## config.mk

```make
export PLATFORM = sky130hd
export DESIGN_NAME = mips_muldiv_unit
export DESIGN_NICKNAME = d
export VERILOG_FILES = /design/src/rtl/mips_muldiv_unit.sv
export SDC_FILE = /design/constraint.sdc
export NUM_CORES = 1
export LEC_CHECK = 0
export ABC_CLOCK_PERIOD_IN_PS = 7100
export CAP_MARGIN = 40
export CORE_MARGIN = 4
export CORE_UTILIZATION = 50
export CTS_BUF_LIST = sky130_fd_sc_hd__clkbuf_2 sky130_fd_sc_hd__clkbuf_4 sky130_fd_sc_hd__clkbuf_8
export CTS_CLUSTER_SIZE = 30
export DETAILED_ROUTE_END_ITERATION = 10
export GPL_TIMING_DRIVEN = 0
export HOLD_SLACK_MARGIN = 0.15
export PLACE_DENSITY = 0.78
export SETUP_SLACK_MARGIN = 0.1
export SLEW_MARGIN = 20
export SYNTH_ARGS = -nofsm -noshare
export SYNTH_HDL_FRONTEND = slang
export SYNTH_SLANG_ARGS = --single-unit
```

## constraint.sdc

```tcl
create_clock -name clk -period 7.1 [get_ports clk]
set_input_delay 0.71 -clock clk [delete_from_list [all_inputs] [get_ports clk]]
set_output_delay 0.71 -clock clk [all_outputs]
set_load 0.02 [all_outputs]
```

## src/rtl/mips_muldiv_unit.sv

```systemverilog
// Iterative 32-bit multiply/divide unit owning the MIPS HI/LO pair.
// Optional MULDIV_EARLY_OUT_EN: multiply ends once the remaining multiplier bits are zero.
module mips_muldiv_unit (
  input  logic        clk,
  input  logic        reset,
  input  logic        clock_enable,
  input  logic        start,
  input  logic [2:0]  op,
  input  logic [31:0] op_a,
  input  logic [31:0] op_b,
  input  logic        flush,
  input  logic        mf_req,
  output logic        ready,
  output logic        busy,
  output logic        done,
  output logic        stall,
  output logic [31:0] hi,
  output logic [31:0] lo
);

  typedef enum logic [1:0] {IDLE, MUL, DIV, FIX} state_t;

  state_t      state;
  logic [4:0]  cnt;
  logic [63:0] acc;
  logic [63:0] mcand;
  logic [31:0] mplier;
  logic        sign_a;
  logic        sign_b;
  logic        is_div;
  logic        div_zero;

  logic        is_signed;
  logic        a_neg;
  logic        b_neg;
  logic [31:0] a_mag;
  logic [31:0] b_mag;
  logic [63:0] mul_acc_nxt;
  logic [31:0] mplier_nxt;
  logic        mul_last;
  logic        early;
  logic [32:0] div_sh;
  logic        div_ok;
  logic [31:0] div_diff;
  logic [63:0] div_acc_nxt;
  logic [63:0] prod_fix;
  logic [31:0] quo_fix;
  logic [31:0] rem_fix;

  assign ready = (state == IDLE);
  assign busy  = ~ready;
  assign stall = mf_req & busy;

  assign is_signed = ~op[0];
  assign a_neg     = is_signed & op_a[31];
  assign b_neg     = is_signed & op_b[31];
  assign a_mag     = a_neg ? (32'd0 - op_a) : op_a;
  assign b_mag     = b_neg ? (32'd0 - op_b) : op_b;

  assign mul_acc_nxt = mplier[0] ? (acc + mcand) : acc;
  assign mplier_nxt  = mplier >> 1;

`ifdef MULDIV_EARLY_OUT_EN
  assign early = (mplier_nxt == '0);
`else
  assign early = 1'b0;
`endif

  assign mul_last = (cnt == 5'd31) | early;

  // Shifted partial remainder can reach 33 bits; the low 32 of the difference are exact when it fits.
  assign div_sh      = acc[63:31];
  assign div_ok      = (div_sh >= {1'b0, mcand[31:0]});
  assign div_diff    = div_sh[31:0] - mcand[31:0];
  assign div_acc_nxt = div_ok ? {div_diff, acc[30:0], 1'b1} : {acc[62:0], 1'b0};

  assign prod_fix = (sign_a ^ sign_b) ? (64'd0 - acc) : acc;
  assign quo_fix  = div_zero ? '1 : ((sign_a ^ sign_b) ? (32'd0 - acc[31:0]) : acc[31:0]);
  assign rem_fix  = sign_a ? (32'd0 - acc[63:32]) : acc[63:32];

  always_ff @(posedge clk or negedge reset) begin
    if (!reset) begin
      state    <= IDLE;
      cnt      <= '0;
      acc      <= '0;
      mcand    <= '0;
      mplier   <= '0;
      sign_a   <= 1'b0;
      sign_b   <= 1'b0;
      is_div   <= 1'b0;
      div_zero <= 1'b0;
      done     <= 1'b0;
      hi       <= '0;
      lo       <= '0;
    end else if (clock_enable) begin
      done <= 1'b0;
      case (state)
        IDLE: begin
          if (start) begin
            case (op)
              3'b000, 3'b001: begin
                state  <= MUL;
                cnt    <= '0;
                acc    <= '0;
                mcand  <= {32'd0, a_mag};
                mplier <= b_mag;
                sign_a <= a_neg;
                sign_b <= b_neg;
                is_div <= 1'b0;
              end
              3'b010, 3'b011: begin
                state    <= DIV;
                cnt      <= '0;
                acc      <= {32'd0, a_mag};
                mcand    <= {32'd0, b_mag};
                sign_a   <= a_neg;
                sign_b   <= b_neg;
                is_div   <= 1'b1;
                div_zero <= (op_b == '0);
              end
              3'b100:  hi <= op_a;
              3'b101:  lo <= op_a;
              default: ;
            endcase
          end
        end
        MUL: begin
          if (flush) begin
            state <= IDLE;
          end else begin
            acc    <= mul_acc_nxt;
            mcand  <= mcand << 1;
            mplier <= mplier_nxt;
            cnt    <= cnt + 5'd1;
            if (mul_last) state <= FIX;
          end
        end
        DIV: begin
          if (flush) begin
            state <= IDLE;
          end else begin
            acc <= div_acc_nxt;
            cnt <= cnt + 5'd1;
            if (cnt == 5'd31) state <= FIX;
          end
        end
        FIX: begin
          state <= IDLE;
          if (!flush) begin
            if (is_div) begin
              hi <= rem_fix;
              lo <= quo_fix;
            end else begin
              hi <= prod_fix[63:32];
              lo <= prod_fix[31:0];
            end
            done <= 1'b1;
          end
        end
        default: state <= IDLE;
      endcase
    end
  end

endmodule

```

# Word-level counts from Yosys, hierarchy flattened

Cells that the tools add are included.
Widths: inputs -> output; s select.

Flip-flop bits (word level): 236
Output and inout port bits: 68
Logic and storage cells: 113

Add/subtract/negate cells: 8
Order comparisons: 1
Equal/unequal tests: 21
Multiplexer cells: 43
Bitwise gates (word level): 6
Reductions and logical operators: 22

Operators with widths:

| cell                  | number |
|---|---|
| $mux 32               | 16 |
| $mux 64               | 8 |
| $pmux 64 s2           | 3 |
| $pmux 32 s2           | 3 |
| $pmux 64 s3           | 1 |
| $sub 1x32->32 const A | 4 |
| $add 64x64->64        | 1 |
| $sub 1x64->64 const A | 1 |
| $ge 33x32->1          | 1 |
| $logic_not 32->1      | 1 |
| $sub 32x32->32        | 1 |
| $reduce_and 5->1      | 5 |
| $reduce_and 4->1      | 4 |
| $mux 5                | 3 |
| $ne 2x2->1 const B    | 7 |
| $pmux 5 s2            | 1 |
| $reduce_bool 2->1     | 4 |
| $reduce_and 7->1      | 1 |
| $eq 3x2->1 const B    | 2 |
| $eq 3x3->1 const B    | 2 |
| $mux 2                | 3 |
| $ne 2x1->1 const B    | 3 |
| $ne 3x1->1 const B    | 2 |
| $pmux 2 s3            | 1 |
| other kinds (16)      | 23 |

# Longest topological paths before layout

Gate-level depths: netlist (run 1).

Word-level depth: 6
Gate-level depth with buffers: 16

# Least setup slack after synthesis (run 1)

No wires, ideal clock.

Path type: flip-flop to flip-flop
Start point: reg acc[0]
End point: reg acc[60]
Library setup time: 0.131 ns
Arrival: 3.395 ns
Path slack: 3.574 ns
Stages on the path, launching flop included: 15
Buffers on the path: 0
Cell sequence: dfrtp_1 -> ha_1 -> fa_1 -> a21o_1 -> a311oi_1 -> or4_4 -> o21ai_2 -> a21oi_2 -> a2111oi_4 -> nor2_2 -> o41ai_4 -> a211o_2 -> a31oi_2 -> a21oi_1 -> or3_1

Word-level cells in the longest chain between the ends: 4

RTL lines:

| what                     | RTL line | RTL |
|---|---|---|
| start: declaration       | 25       | `logic [63:0] acc;` |
| start signal: assignment | 114      | `acc <= {32'd0, a_mag};` |
| start signal: assignment | 131      | `acc <= mul_acc_nxt;` |
| start signal: assignment | 142      | `acc <= div_acc_nxt;` |
| $add 64x64->64           | 60       | `assign mul_acc_nxt = mplier[0] ? (acc + mcand) : acc;` |
| $mux 64                  | 60       |  |
| $mux 64                  | 128      | `if (flush) begin` |
| $pmux 64 s3              | 97       | `case (state)` |

Every way passes these cells. The select of a mux whose other input is x is not followed.
A chain may end at the register's enable or synchronous reset.

# Final worst setup path (run 1)

Start point: reg acc[47]
End point: reg acc[57]

Word-level cells in the longest chain between the ends: 4
Elaborated cells between the ends (all ways): 8
Classes of those cells: 2 x add/sub; 1 x order compare; 5 x mux

RTL lines:

| what                                         | RTL line |
|---|---|
| $add 64x64->64, or another cell as far along | 60 |
| $mux 64 (on tied branches)                   | 60, 75 |
| $mux 64 (on tied branches)                   | 128, 139 |
| $pmux 64 s3 (*)                              | 97 |

Mark *: on every way between the ends. The rest lies on a longest branch, timed or not. The select of a mux whose other input is x is not followed.

==> results of run 1 <==
-- layout make-up --
cell class,count,area share [%]
repair buffers,150,6.87
clock inverters,10,0.478
plain buffers,172,2.85
flip-flops and latches,236,26.0
multi-input cells,2083,56.1
clock buffers,66,3.77
well taps,518,2.85
inverters,70,1.15
-- critical path: cells and delay by family, from the launching register on --
kind	cells	cell delay, ps
AOI/OAI and AO/OA	3	550
adders and majority gates	1	370
DFF	1	550
and+or+nand+nor	7	1520
buffers and inverters	3	1540
-- worst max path at each step --
stage / from / end / slack, ps / depth (start not counted)
finish: acc[47] / acc[57] / 2410 / 14
detailed placement: acc[47] / acc[57] / 2570 / 14
global placement: reset / lo[5] / -4860 / 1
floorplan: acc[0] / acc[60] / 3570 / 14
CTS: acc[47] / acc[57] / 2560 / 14
global route: acc[47] / acc[57] / 2160 / 14
-- power breakdown --
part           switching [mW]  internal, mW
registers               0.711          1.91
logic                    4.91          2.74
clock network           0.648         0.844
-- logic make-up (layout without fill, tap and decap cells) --
| group | count (synthesis) | count (layout) | share of synthesized area (%) |
|---|---|---|---|
| AOI/OAI and AO/OA | 891 | 891 | 27.4 |
| and+or+nand+nor | 828 | 828 | 18.9 |
| buffers and inverters | 242 | 468 | 4.65 |
| DFF | 236 | 236 | 30.2 |
| xor gates and xnor gates | 205 | 205 | 9.18 |
| adders and majority gates | 107 | 107 | 6.92 |
| muxes | 52 | 52 | 2.73 |
-- flip-flops by register name, indices dropped and copies added (netlist names) --
register and flops:
acc 64, cnt 5, div_zero 1, done 1, hi 32, is_div 1, lo 32, mcand 64
mplier 32, sign_a 1, sign_b 1, state 2
-- routing by layer --
layer / share of wire, % / vias up / GRT usage, %
met5: 0 / - / 0
met3: 12 / 201 / 8.43
met4: 5.7 / 0 / 17.3
met2: 40 / 1212 / 51.5
met1: 42 / 9833 / 51.0
li1: - / 9566 / -
-- placed cells by master (no fill, tap or decap), types with 11 or more instances in the layout --
cell	n
a211oi_1	47
a21o_1	59
a21oi_1	246
a22oi_1	23
a31oi_1	19
and2_1	11
and3_1	15
buf_1	18
clkbuf_1	152
clkbuf_8	58
clkdlybuf4s50_1	139
dfrtp_1	236
ha_1	105
inv_1	70
mux2_2	11
mux2i_1	41
nand2_1	388
nand2b_1	20
nand3_1	29
nand4_1	29
nor2_1	199
nor2b_1	17
nor3_1	45
nor4_1	18
o21a_1	14
o21ai_0	267
o21ai_1	53
o21bai_1	15
o22ai_1	39
o31ai_1	22
o41ai_1	11
or3_1	14
or4_1	11
xnor2_1	111
xor2_1	94
-- repair_timing --
item	4_1_cts	5_1_grt
setup endpoints to repair	0	0
endpoints found under the hold margin	29	0
hold buffers	1	0
resized for setup	0	0
==> impl_metrics.env, run 1 <==
export IMPL_status="complete, no violations"
export IMPL_final_area_um2=22800
export IMPL_total_power_mw=11.8
export IMPL_path_cells="ha_1, clkbuf_1, nand4_1, or3_1, nor3_1, nand2_1, nand3_1, a2111oi_0, nor2_1, clkbuf_1, clkbuf_1, nor2_1, a221oi_1, o21ai_1"
export IMPL_cts_tree="done"
export IMPL_cts_max_level=2
export IMPL_timing_fmax_ghz=0.213
export IMPL_synth_top_area_share_pct=30.2
export IMPL_power_density_nw_per_um2=517
export IMPL_setup_tns_ps=0
export IMPL_wire_per_inst_um=23.7
export IMPL_grt_max_degree=72
export IMPL_initial_core_util_pct=50.6
export IMPL_dpl_instance_area_um2=21800
export IMPL_layout_drive_gt1_share_pct=4.41
export IMPL_gp_congestion=1.00
export IMPL_hpwlAfterDp_mm=63.1
export IMPL_first_iter_violations=2339
export IMPL_cts_setup_buffers=0
export IMPL_grt_pass1_vias=19400
export IMPL_ir_drop_mv=0.193
export IMPL_netlist_top_cells_area="dfrtp_1, nand2_1, o21ai_0"
export IMPL_async_flop_share_pct=100
export IMPL_hold_end="lo[25]"
export IMPL_synth_edf_count=0
export IMPL_r2r_end="acc[57]"
export IMPL_dp_cells=3226
export IMPL_cpPeakStageDelay_ps=630
export IMPL_synth_area_um2=19600
export IMPL_clock_skew_final_ps=28.0
export IMPL_clk_path_buf_depth=3
export IMPL_min_path_type="register to register"
export IMPL_yosysUniqueCellTypes=79
export IMPL_synth_top_cell_by_area="dfrtp_1"
export IMPL_fillerInstances=3615
export IMPL_fin_crit_sh_pct=66.0
export IMPL_worst_ep_required_time_ps=7580
export IMPL_cts_made_buffers=44
export IMPL_r2r_start="acc[47]"
export IMPL_final_util_pct=58.9
export IMPL_cp_slowest_cell="clkbuf_1"
export IMPL_endpoint_kind="register"
export IMPL_start_kind="register"
export IMPL_hold_slack_ps=478
export IMPL_ys_flop_type="dfrtp_1"
export IMPL_die_h_um=206
export IMPL_multi_input_area_um2=12800
export IMPL_syn_area_per_cell_um2=7.64
export IMPL_yosysSeqAreaShare_pct=30.2
export IMPL_synth_seq_cells=236
export IMPL_cts_root_buf="clkbuf_8"
export IMPL_cts_num_sinks=236
export IMPL_grt_ovfl_total=0
export IMPL_tightestPinTransition_ps=892
export IMPL_maxCapViolCount=0
export IMPL_coreArea_um2=38600
export IMPL_worstRegToRegCells=14
export IMPL_area_growth_syn_to_layout_pct=16.3
export IMPL_viasPerCell=6.30
export IMPL_num_antenna_cells=0
export IMPL_io_pins=141
export IMPL_dieWidth_um=206
export IMPL_crit_path_frequent_cell="clkbuf_1"
export IMPL_fin_cells=3305
export IMPL_min_delay_start="lo[25]"
export IMPL_synth_most_common_cell="nand2_1"
export IMPL_path_clk_slew_ps=70
export IMPL_r2r_setup_slack_ps=2410
export IMPL_std_cell_rows=72
export IMPL_ant_nets=0
export IMPL_clock_latency_ps=640
export IMPL_hold_viol_final=0
export IMPL_final_max_slew_viol_count=0
export IMPL_leakagePower_nw=9.83
export IMPL_syn_nets=2741
export IMPL_antenna_found_initial=0
export IMPL_hold_depth=2
export IMPL_seq_area_um2=5910
export IMPL_final_net_count=2937
export IMPL_relSlewSlack_pct=39.7
export IMPL_rsz0062_at_grt="false"
export IMPL_dp_slack_ps=2570
export IMPL_fin_crit_ps=4690
export IMPL_setup_violations=0
export IMPL_port_buffers=140
export IMPL_crit_arrival_ps=5170
export IMPL_wl_mm=78.3
export IMPL_grt_pass1_wl_mm=117
export IMPL_gr_usage_all_layers_pct=35.9
export IMPL_dr_pass1_iters=6
export IMPL_ys_warn_count=0
export IMPL_drc=0
export IMPL_die_area_um2=42400
export IMPL_worstPathMaxFanout=10
export IMPL_synthCells=2561
export IMPL_critical_path_class="register to register"
export IMPL_setup_ws_ps=2410
export IMPL_vias=20800
export IMPL_synth_common_cells="nand2_1, o21ai_0, a21oi_1, dfrtp_1, nor2_1"
Note: power is estimated with default switching activity, not from simulation.
==> run 2, diff against run 1 <==
--- a/config.mk
+++ b/config.mk
@@ -5,7 +5,7 @@
 export SDC_FILE = /design/constraint.sdc
 export NUM_CORES = 1
 export LEC_CHECK = 0
-export ABC_CLOCK_PERIOD_IN_PS = 7100
+export ABC_CLOCK_PERIOD_IN_PS = 4400
 export CAP_MARGIN = 40
 export CORE_MARGIN = 4
 export CORE_UTILIZATION = 50
==> constraint.sdc (replaced) <==
create_clock -name clk -period 4.4 [get_ports clk]
set_input_delay 0.44 -clock clk [delete_from_list [all_inputs] [get_ports clk]]
set_output_delay 0.44 -clock clk [all_outputs]
set_load 0.02 [all_outputs]
==> run 2 against run 1 <==
Compared with the run above: register-to-register slack got worse by 2200 ps; setup slack got worse by 2200 ps; largest power group unchanged; critical endpoint unchanged; sequential power increased by 61%.
==> impl_metrics.env, run 2 (synthesis gave the netlist of run 1 again) <==
export IMPL_status="complete, no violations"
export IMPL_final_max_slew_viol_count=0
export IMPL_setup_tns_ps=0
export IMPL_path_clk_slew_ps=70
export IMPL_setup_ws_ps=208
export IMPL_cts_max_level=2
export IMPL_drc=0
export IMPL_clock_skew_final_ps=27.6
export IMPL_grt_pass1_wl_mm=117
export IMPL_clk_path_buf_depth=3
export IMPL_grt_ovfl_total=0
export IMPL_hpwlAfterDp_mm=63.1
export IMPL_clock_latency_ps=640
export IMPL_gp_congestion=1.00
export IMPL_std_cell_rows=72
export IMPL_timing_fmax_ghz=0.239
export IMPL_cpPeakStageDelay_ps=560
export IMPL_viasPerCell=6.31
export IMPL_hold_viol_final=0
export IMPL_final_util_pct=59.0
export IMPL_dr_pass1_iters=6
export IMPL_leakagePower_nw=9.85
export IMPL_crit_arrival_ps=4680
export IMPL_cts_root_buf="clkbuf_8"
export IMPL_die_area_um2=42400
export IMPL_seq_area_um2=5910
export IMPL_area_growth_syn_to_layout_pct=16.6
export IMPL_gr_usage_all_layers_pct=35.9
export IMPL_crit_path_frequent_cell="nor2_1"
export IMPL_cts_tree="done"
export IMPL_worst_ep_required_time_ps=4880
export IMPL_layout_drive_gt1_share_pct=4.74
export IMPL_setup_violations=0
export IMPL_initial_core_util_pct=50.6
export IMPL_worstPathMaxFanout=10
export IMPL_multi_input_area_um2=12800
export IMPL_first_iter_violations=2283
export IMPL_power_density_nw_per_um2=834
export IMPL_critical_path_class="register to register"
export IMPL_top_regs="acc: 64 flops, mcand: 64 flops"
export IMPL_cts_setup_buffers=0
export IMPL_antenna_found_initial=0
export IMPL_cp_top_family="simple AND/OR/NAND/NOR gates"
export IMPL_cts_made_buffers=44
export IMPL_dieWidth_um=206
export IMPL_ir_drop_mv=0.312
export IMPL_rsz0062_at_grt="true"
export IMPL_cp_slowest_cell="dfrtp_1"
export IMPL_fillerInstances=3606
export IMPL_io_pins=141
export IMPL_fin_crit_sh_pct=95.3
export IMPL_maxCapViolCount=0
export IMPL_endpoint_kind="register"
export IMPL_grt_pass1_vias=19400
export IMPL_mostFrequentLayoutCell="nand2_1"
export IMPL_path_cells="ha_1, clkbuf_1, nand4_1, or3_1, nor3_1, nand2_1, nand3_1, a2111oi_0, nor2_1, buf_2, clkbuf_4, nor2_1, a221oi_1, o21ai_1"
export IMPL_cts_num_sinks=236
export IMPL_crit_buf_inv=3
export IMPL_die_h_um=206
export IMPL_relSlewSlack_pct=39.0
export IMPL_wl_mm=78.5
export IMPL_ant_nets=0
export IMPL_coreArea_um2=38600
export IMPL_vias=20900
export IMPL_fin_crit_ps=4190
export IMPL_tightestPinTransition_ps=902
export IMPL_wire_per_inst_um=23.7
export IMPL_final_cell_mix="nand2_1, o21ai_0, a21oi_1"
export IMPL_dp_slack_ps=-129
export IMPL_start_kind="register"
export IMPL_num_antenna_cells=0
export IMPL_port_buffers=140
export IMPL_min_path_type="primary input to async pin"
export IMPL_final_net_count=2937
export IMPL_grt_max_degree=72
-- run 2: cell types whose count changed in the layout (fill, tap and decap cells not counted), moves of 2 or more --
| cell | delta |
|---|---|
| clkbuf_2 | +2 |
| clkbuf_1 | -4 |
| a21oi_2 | +2 |
| a21oi_1 | -2 |
-- run 2: where the power goes --
part / internal [mW] / leakage [nW] / switching (mW)
registers: 3.08 / 3.04 / 1.14
logic: 4.44 / 6.30 / 7.96
clock network: 1.36 / 0.506 / 1.05
total: 8.87 / 9.85 / 10.2
-- run 2: final cells by class --
type | instances | area share (%)
repair buffers | 150 | 6.86
inverters | 70 | 1.15
flip-flops and latches | 236 | 25.9
well taps | 518 | 2.84
clock inverters | 10 | 0.477
clock buffers | 66 | 3.76
plain buffers | 172 | 2.87
multi-input cells | 2083 | 56.1
-- run 2: per-layer routing --
layer	track usage (%)	up-vias	routed length [um]
met3	8.43	200	8950
met5	0	-	0
met4	17.3	0	4530
met2	51.5	1160	31700
li1	-	9568	-
met1	51.1	9931	33300
-- run 2: worst paths after layout --
path                          from  endpoint  slack, ps  cells past startpoint
max in group asynchronous    reset    lo[18]       3110                      4
hold reg to reg              lo[5]     lo[5]        480                      2
setup / recovery           acc[47]   acc[57]        210                     14
setup reg to reg           acc[47]   acc[57]        210                     14
hold / removal               reset   acc[52]        280                      2
min in group clk             lo[5]     lo[5]        480                      2
-- run 2: what timing repair did --
| item | CTS | global route |
|---|---|---|
| hold buffers | 1 | 0 |
| setup endpoints to repair | 13 | 29 |
| pin swaps | 0 | 1 |
| gates resized for setup | 3 | 16 |
| endpoints found under the hold margin | 165 | 0 |
-- run 2: stage by stage --
stage	cell area (um^2)	hold slack [ps]	power, mW	instances
6_report	22800	275	19.0	3305
5_1_grt	22800	316	20.3	3305
4_1_cts	22700	245	18.6	3303
3_5_place_dp	21800	324	16.1	3226
3_3_place_gp	21600	464	15.9	3219
2_1_floorplan	19600	144	12.1	2561
